### config.mk
export PLATFORM = sky130hd
export DESIGN_NAME = bcd_cascade_counter
export DESIGN_NICKNAME = d
export VERILOG_FILES = /design/src/rtl/bcd_pkg.sv /design/src/rtl/bcd_digit.sv /design/src/rtl/bcd_cascade_counter.sv
export SDC_FILE = /design/constraint.sdc
export NUM_CORES = 1
export LEC_CHECK = 0
export ABC_AREA = 1
export ABC_CLOCK_PERIOD_IN_PS = 2100
export CAP_MARGIN = 10
export CORE_ASPECT_RATIO = 0.9
export CORE_UTILIZATION = 45
export CTS_CLUSTER_DIAMETER = 40
export DETAILED_ROUTE_END_ITERATION = 7
export PLACE_DENSITY = 0.71
export SYNTH_ARGS = -nofsm -noshare
export SYNTH_HDL_FRONTEND = slang
export SYNTH_SLANG_ARGS = --single-unit
export TNS_END_PERCENT = 100
### constraint.sdc
create_clock -name clk -period 2.1 [get_ports clk]
set_input_delay 0.525 -clock clk [delete_from_list [all_inputs] [get_ports clk]]
set_output_delay 0.525 -clock clk [all_outputs]
set_load 0.01 [all_outputs]
### src/rtl/bcd_pkg.sv
// Shared BCD definitions: digit width, digit limit and packed-BCD helpers.
package bcd_pkg;

  localparam int unsigned DIGIT_W = 4;
  localparam logic [DIGIT_W-1:0] DIGIT_MAX = 4'd9;

  function automatic logic bcd_nibble_ok(input logic [DIGIT_W-1:0] nib);
    return nib <= DIGIT_MAX;
  endfunction

  // With all nibbles valid, packed-BCD ordering equals plain binary ordering.
  function automatic logic bcd_le(input logic [31:0] a, input logic [31:0] b);
    return a <= b;
  endfunction

endpackage

### src/rtl/bcd_digit.sv
// One BCD digit register with load, forced values and carry/borrow chaining.
module bcd_digit
  import bcd_pkg::*;
(
  input  logic               clk,
  input  logic               rst,
  input  logic               load,
  input  logic [DIGIT_W-1:0] load_digit,
  input  logic               step_in,
  input  logic               up_dn,
  input  logic               force_zero,
  input  logic               force_nine,
  output logic [DIGIT_W-1:0] digit,
  output logic               step_out
);

  logic [DIGIT_W-1:0] digit_q, digit_d;

  always_comb begin
    digit_d = digit_q;
    if (load)
      digit_d = load_digit;
    else if (force_zero)
      digit_d = '0;
    else if (force_nine)
      digit_d = DIGIT_MAX;
    else if (step_in) begin
      if (up_dn)
        digit_d = (digit_q == DIGIT_MAX) ? '0 : digit_q + 4'd1;
      else
        digit_d = (digit_q == '0) ? DIGIT_MAX : digit_q - 4'd1;
    end
  end

  always_ff @(posedge clk) begin
    if (rst)
      digit_q <= '0;
    else
      digit_q <= digit_d;
  end

  // Carry on 9->0 when counting up, borrow on 0->9 when counting down.
  assign step_out = step_in & (up_dn ? (digit_q == DIGIT_MAX) : (digit_q == '0));
  assign digit    = digit_q;

endmodule

### src/rtl/bcd_cascade_counter.sv
// Cascaded up/down BCD counter with validated load, wrap/saturate boundary and tc pulse.
module bcd_cascade_counter
  import bcd_pkg::*;
#(
  parameter int unsigned                   NUM_DIGITS = 4,
  parameter logic [4*NUM_DIGITS-1:0]       MAX_VALUE  = 16'h9675,
  parameter bit                            WRAP       = 1'b1
) (
  input  logic                        clk,
  input  logic                        rst,
  input  logic                        ena,
  input  logic                        up_dn,
  input  logic                        load,
  input  logic [4*NUM_DIGITS-1:0]     load_val,
  output logic [4*NUM_DIGITS-1:0]     count,
  output logic                        tc,
  output logic                        at_max,
  output logic                        at_zero,
  output logic                        load_err
);

  localparam int unsigned W = DIGIT_W * NUM_DIGITS;

  logic              load_valid;
  logic              load_ok;
  logic              cnt_en;
  logic              wrap_up;
  logic              wrap_dn;
  logic [NUM_DIGITS:0] step;
  logic              tc_q, tc_d;
  logic              load_err_q, load_err_d;

  always_comb begin
    load_valid = bcd_le(32'(load_val), 32'(MAX_VALUE));
    for (int i = 0; i < int'(NUM_DIGITS); i++)
      load_valid = load_valid & bcd_nibble_ok(load_val[DIGIT_W*i +: DIGIT_W]);
  end

  assign at_max  = (count == MAX_VALUE);
  assign at_zero = (count == '0);

  // A load request, valid or not, always takes precedence over counting.
  assign load_ok = load & load_valid;
  assign cnt_en  = ena & ~load;
  assign wrap_up = cnt_en & up_dn & at_max;
  assign wrap_dn = cnt_en & ~up_dn & at_zero;
  assign step[0] = cnt_en & ~(up_dn ? at_max : at_zero);

  for (genvar g = 0; g < int'(NUM_DIGITS); g++) begin : g_digit
    localparam logic [DIGIT_W-1:0] MAX_DIG = MAX_VALUE[DIGIT_W*g +: DIGIT_W];
    // Down-wrap reloads MAX_VALUE: digits 0 and 9 use the force inputs, others the load path.
    localparam bit MAX_MID = (MAX_DIG != '0) && (MAX_DIG != DIGIT_MAX);

    logic               dig_load;
    logic [DIGIT_W-1:0] dig_load_val;
    logic               dig_fz;
    logic               dig_fn;

    assign dig_load     = load_ok | (WRAP & wrap_dn & MAX_MID);
    assign dig_load_val = load_ok ? load_val[DIGIT_W*g +: DIGIT_W] : MAX_DIG;
    assign dig_fz       = WRAP & (wrap_up | (wrap_dn & (MAX_DIG == '0)));
    assign dig_fn       = WRAP & wrap_dn & (MAX_DIG == DIGIT_MAX);

    bcd_digit u_digit (
      .clk        (clk),
      .rst        (rst),
      .load       (dig_load),
      .load_digit (dig_load_val),
      .step_in    (step[g]),
      .up_dn      (up_dn),
      .force_zero (dig_fz),
      .force_nine (dig_fn),
      .digit      (count[DIGIT_W*g +: DIGIT_W]),
      .step_out   (step[g+1])
    );
  end

  // Top-digit carry cannot occur below MAX_VALUE but is treated as a boundary event.
  always_comb begin
    tc_d       = wrap_up | wrap_dn | step[NUM_DIGITS];
    load_err_d = load & ~load_valid;
  end

  always_ff @(posedge clk) begin
    if (rst) begin
      tc_q       <= 1'b0;
      load_err_q <= 1'b0;
    end else begin
      tc_q       <= tc_d;
      load_err_q <= load_err_d;
    end
  end

  assign tc       = tc_q;
  assign load_err = load_err_q;

  if (W != 4*NUM_DIGITS) begin : g_bad_width
    $error("digit width mismatch");
  end

endmodule

==> results of run 1 <==
-- area by class of cell --
type                            instances  area share (%)
Tap cell                               60            2.50
Timing Repair Buffer                  100            28.1
Sequential cell                        18            12.0
Clock buffer                            3            1.38
Inverter                               52            6.67
Multi-Input combinational cell        276            49.3
-- synth_stat cells (all sizes together) --
master,n
nand3,43
nand4,22
nor4,1
a21oi,22
a31oi,1
a41oi,1
o31ai,1
inv,52
nor3,3
nand2,95
xor2,5
o21ai,14
ha,4
clkbuf,2
buf,4
dfxtp,18
nor2,60
a211oi,1
xnor2,1
and3,1
-- routing by layer --
metal | global-route usage (%) | up-vias
met5 | 0 | -
met4 | 8.09 | 0
met3 | 1.98 | 11
met2 | 45.9 | 118
met1 | 38.1 | 1192
li1 | - | 1345
-- kinds of logic (layout without fill, tap and decap cells) --
logic type	Yosys count	after routing	share of synthesized area, %
adders and majority gates	4	4	2.44
and+or+nand+nor	225	226	54.5
AOI/OAI and AO/OA	40	40	11.0
buffers and inverters	58	155	12.0
xor gates and xnor gates	6	6	2.56
DFF	18	18	17.5
-- sequential cells by signal (all words and copies together) (netlist names) --
register and cells:
g_digit.u_digit.digit 16, load_err 1, tc 1
-- final timing paths --
check	slack, ns	cells past startpoint	end	startpoint
max	0.09	12	g_digit[3].u_digit.digit[2]	load_val[14]
min	0.59	2	g_digit[0].u_digit.digit[0]	g_digit[0].u_digit.digit[0]
max reg2reg	0.19	14	g_digit[0].u_digit.digit[3]	g_digit[1].u_digit.digit[0]
min reg2reg	0.59	2	g_digit[0].u_digit.digit[0]	g_digit[0].u_digit.digit[0]
-- worst reg2reg max path: cells and delay by family, from the launching register on --
kind,cells,cell delay (ns)
simple gates,7,0.67
fa+ha+maj,1,0.18
flops,1,0.34
buf+inv,6,0.64
-- power by group --
group / internal (W) / switching [W] / total [W]
registers: 0.000374 / 0.0000331 / 0.000407
clock network: 0.000128 / 0.000132 / 0.000260
logic: 0.000386 / 0.000438 / 0.000824
total: 0.000888 / 0.000604 / 0.00149
-- per-stage QoR --
stage          setup TNS, ns  setup slack (ns)
2_1_floorplan              0             0.282
3_3_place_gp           -2.64            -0.182
3_5_place_dp           -2.97            -0.199
4_1_cts                    0           0.00773
5_1_grt             -0.00994          -0.00372
6_report                   0            0.0906
-- repair_timing --
item / CTS / global route
resized for setup: 7 / 9
buffers inserted: 0 / 1
setup endpoints to repair: 2 / 18
pin swaps: 0 / 2
cloned: 0 / 1
==> flow_summary.ini, run 1 <==
[floorplan]
initial_utilization_pct = 48.5
die-area_um2 = 4840
placeableCoreArea_um2 = 4240
io_pins = 41
die_height_um = 66.1
chipWidth_um = 73.2
placement_rows = 22

[detailed_routing]
wl_mm = 6.21
wl_met3_um = 396
met1_length_mm = 2.87
wl_met2_mm = 2.83
number_of_vias_per_cell = 5.24
post-route-drc-count = 0
dr.max_layer_used = met4
antenna_left = 0
routedWlPerCell_um = 12.2
drt_first_pass_iters = 6
vias = 2666
drt-initial-drc-count = 215

[synth]
synthesis_stage_register_bit_count = 18
synthesis.nets = 376
synth_top_cell_by_area = dfxtp_1
synth_seq_area_share_pct = 17.5
synth_cells = 351
netlist_area_um2 = 2050
yosys.cell_types.count = 36
ys_warn_count = 0
netlist_top_cells_area = dfxtp_1 (18%), nand2_1 (16%), nand3_1 (9.3%)
synthesis.area_per_instance_um2 = 5.85
yosysTopAreaCellShare_pct = 17.5

[global_routing]
gr-total-overflow = 0
grt_pass1_vias = 2394
antenna_found_initial = 0
grt_max_degree = 13
first_pass_grt_wire_length_mm = 10.4
globalRouteTotalUtil_pct = 27.7

[clock_network]
clock_insertion_delay_worst_skew_ns = 0.26
cts-root-buf = clkbuf_8
number_of_buffers_inserted_for_hold_repair_after_clock_tree_synthesis = 0
cts_buffers = 3
clk_pin_slew_worst_paths_ns = 0.08
cts-root-to-sink-buffers = 2
cts_tree = done
tritoncts_num_sinks = 18
cts.htree.levels = 1

[timing]
fin_hold_ws_ns = 0.586
hold_viol = 0
rsz0062_at_grt = true
relSlewSlack_pct = 75.0
post-route-period-util_pct = 95.7
tightestPinTransition_ns = 0.374
maxClockFrequency_mhz = 498
timing.final.setup_violations = 0
final.min_clock_period_ns = 2.01
final_slew_viol_count = 0
final.setup_skew_ns = 0.00285

[run_status]
run_status = completed

[critical_path]
cp_data_required_time_ns = 2.26
slowest_stage = clkdlybuf4s50_1
cp_dominant_cell_by_count = nand2_1
critPathLaunchType = primary input
peak_fanout_along_the_critical_path = 5
worst_path_buf_inv = 2
slowest_delay_ns = 0.43
critical_path_class = primary input to flop
worst-endpoint-arrival_ns = 2.17
timing.critical_path.to_type = flop
critPathTopFamily = simple AND/OR/NAND/NOR gates
crit_path_cell_trace = clkdlybuf4s50_1 > nor2_2 > nor2_1 > a21oi_1 > nand2_1 > nand2_2 > nand3_4 > buf_4 > nand2_1 > nand2_1 > a21oi_1 > nor2_1

[cells_and_area]
layout-drive-gt1-share_pct = 25.4
most_frequent_standard_cell_in_the_layout_excluding_fill_and_tap_cells = nand2_1
instances_no_fill = 509
layout.area.seq_um2 = 362
num_antenna_cells = 0
multi_input_gate_area_um2 = 1480
final_core_utilization_pct = 70.8
layout-area-overhead-vs-synth_pct = 46.2
n_fill_cell = 414
design_area_um2 = 3000
layout_common_cells = nand2_1 (89), buf_4 (60), nor2_1 (46), inv_1 (40), nand3_1 (38)
fin_nets = 476

[place]
placed_cells = 504
input_output_buffers = 40
gp_routability_congestion = 0.898
post_dp_cell_area_um2 = 2930
detailedPlacementHpwl_mm = 5.00

[power]
design_power_total_w = 0.00149
p_per_area_nw_per_um2 = 497
p_leak_nw = 1.54
power.ir.vdd_worst_mv = 0.233

[worst_hold_path]
worst_hold_path_type = flop to flop

[run]
max_cap_violations = 0
Note: power is estimated with default switching activity, not from simulation.
==> inputs of run 2 (changes only) <==
- MAX_ROUTING_LAYER: unset -> met4
==> run 2 against run 1 <==
  * Flip-flop and latch count did not move
  * Fmax is 1.6% higher
  * Final area rose by 3.7%
  * Critical path depth decreased by 8
  * Critical endpoint is now at_max
  * Worst hold slack lost 0.021 ns
  * Wire length rose by 4.4%
==> flow_summary.ini, run 2 (same netlist as run 1, synthesis figures left out) <==
[run_status]
run_status = completed

[power]
p_int_w = 0.000895
p_leak_nw = 1.69
power.ir.vdd_worst_mv = 0.237
power_share_of_the_clock_group_pct = 17.0
design_power_total_w = 0.00151
p_per_area_nw_per_um2 = 485
combPwrFrac_pct = 56.1
power_frac_seq_pct = 27.0
power_switching_w = 0.000615
power.share.switching_pct = 40.7

[floorplan]
chipWidth_um = 73.2
die_height_um = 66.1
initial_utilization_pct = 48.5
placeableCoreArea_um2 = 4240
die-area_um2 = 4840
placement_rows = 22
io_pins = 41

[detailed_routing]
routedWlPerCell_um = 12.7
wl_mm = 6.48
antenna_left = 0
drt-initial-drc-count = 213
vias = 2663
post-route-drc-count = 0
drt_first_pass_iters = 4
number_of_vias_per_cell = 5.21

[clock_network]
cts_tree = done
cts_buffers = 3
clock_insertion_delay_worst_skew_ns = 0.26
cts.htree.levels = 1
clk_pin_slew_worst_paths_ns = 0.08
cts-root-buf = clkbuf_8
tritoncts_num_sinks = 18
cts-root-to-sink-buffers = 2

[critical_path]
critPathLaunchType = flop
cp_data_required_time_ns = 1.57
worst_path_buf_inv = 2
worst-endpoint-arrival_ns = 1.45
crit_path_cell_trace = inv_1 > nand3_1 > nor4_4 > buf_2
slowest_delay_ns = 0.37
critPathTopFamily = simple AND/OR/NAND/NOR gates
peak_fanout_along_the_critical_path = 5
timing.critical_path.to_type = output pin
critical_path_class = flop to output pin
slowest_stage = dfxtp_1

[timing]
final.setup_skew_ns = 0.00233
maxClockFrequency_mhz = 506
tightestPinTransition_ns = 0.357
relSlewSlack_pct = 76.1
fin_hold_ws_ns = 0.565
rsz0062_at_grt = true
final_slew_viol_count = 0
setup_tns_ns = 0
final.min_clock_period_ns = 1.98
hold_viol = 0
timing.final.setup_violations = 0
post-route-period-util_pct = 94.2

[cells_and_area]
layout-area-overhead-vs-synth_pct = 51.6
largest_register_ffs = 16
instances_no_fill = 511
most_frequent_standard_cell_in_the_layout_excluding_fill_and_tap_cells = nand2_1
layout-drive-gt1-share_pct = 27.7
fin_nets = 478
layout_common_cells = nand2_1 (89), buf_4 (57), nor2_1 (42), inv_1 (38), nand3_1 (38)
n_fill_cell = 389
num_antenna_cells = 0

[place]
gp_routability_congestion = 0.905
input_output_buffers = 40
detailedPlacementHpwl_mm = 5.01
placed_cells = 504

[global_routing]
first_pass_grt_wire_length_mm = 10.3
grt_max_degree = 13
globalRouteTotalUtil_pct = 28.1
antenna_found_initial = 0
grt_pass1_vias = 2314
gr-total-overflow = 0

[run]
max_cap_violations = 0

[worst_hold_path]
worst_hold_path_type = flop to flop
## run 2: worst reg2reg max path, stage by stage (launching register included)
cell and delay, ns:
dfxtp_2 0.34, buf_4 0.13, inv_1 0.07, ha_2 0.20, nand3_2 0.09, buf_4 0.15
nor2_2 0.14, nand4_4 0.12, inv_2 0.08, nor2_4 0.05, buf_4 0.17, nand3_1 0.09
nand2_1 0.05, nor2_1 0.11, nor2_1 0.05
## run 2: layout make-up
class / instances / area [um^2] / area share (%)
Multi-Input combinational cell: 276 / 1520 / 48.8
Timing Repair Buffer: 102 / 912 / 29.3
Inverter: 52 / 205 / 6.59
Tap cell: 60 / 75.1 / 2.41
Clock buffer: 3 / 41.3 / 1.33
Sequential cell: 18 / 362 / 11.6
## run 2: power groups by stage
stage | Clock (W) | Sequential, W | Combinational (W)
floorplan | 0 | 0.000439 | 0.000430
global placement | 0 | 0.000413 | 0.000803
detailed placement | 0 | 0.000413 | 0.000811
CTS | 0.000261 | 0.000406 | 0.000812
global route | 0.000272 | 0.000411 | 0.000934
finish | 0.000256 | 0.000407 | 0.000846
## run 2: final timing paths
| kind | slack (ns) | depth (start not counted) | from | to |
|---|---|---|---|---|
| setup / recovery | 0.12 | 4 | g_digit[0].u_digit.digit[3] | at_max |
| hold / removal | 0.56 | 2 | g_digit[0].u_digit.digit[0] | g_digit[0].u_digit.digit[0] |
| setup reg to reg | 0.17 | 14 | g_digit[1].u_digit.digit[0] | g_digit[1].u_digit.digit[3] |
| hold reg to reg | 0.56 | 2 | g_digit[0].u_digit.digit[0] | g_digit[0].u_digit.digit[0] |
## run 2: metrics by stage
step	cell area (um^2)	setup WS (ns)	util (%)
after global routing	3110	-0.00752	73.5
final	3110	0.122	73.5
after floorplan	2050	0.282	-
after global placement	2930	-0.162	69.0
after detailed placement	2930	-0.237	69.0
after CTS	2980	0.00192	70.2
## run 2: timing repair
| action | 4_1_cts | 5_1_grt |
|---|---|---|
| gates cloned | 0 | 2 |
| resized for setup | 7 | 45 |
| pin swaps | 0 | 9 |
| hold buffers | 0 | 0 |
| endpoints found under the setup margin | 2 | 18 |
| buffers inserted | 0 | 2 |
## run 2: routing by layer
metal,track usage [%],up-vias,share of wire [%]
met3,1.37,14,6.9
li1,-,1348,-
met5,-,-,0
met4,7.60,0,1.9
met2,46.4,99,46
met1,37.3,1202,45
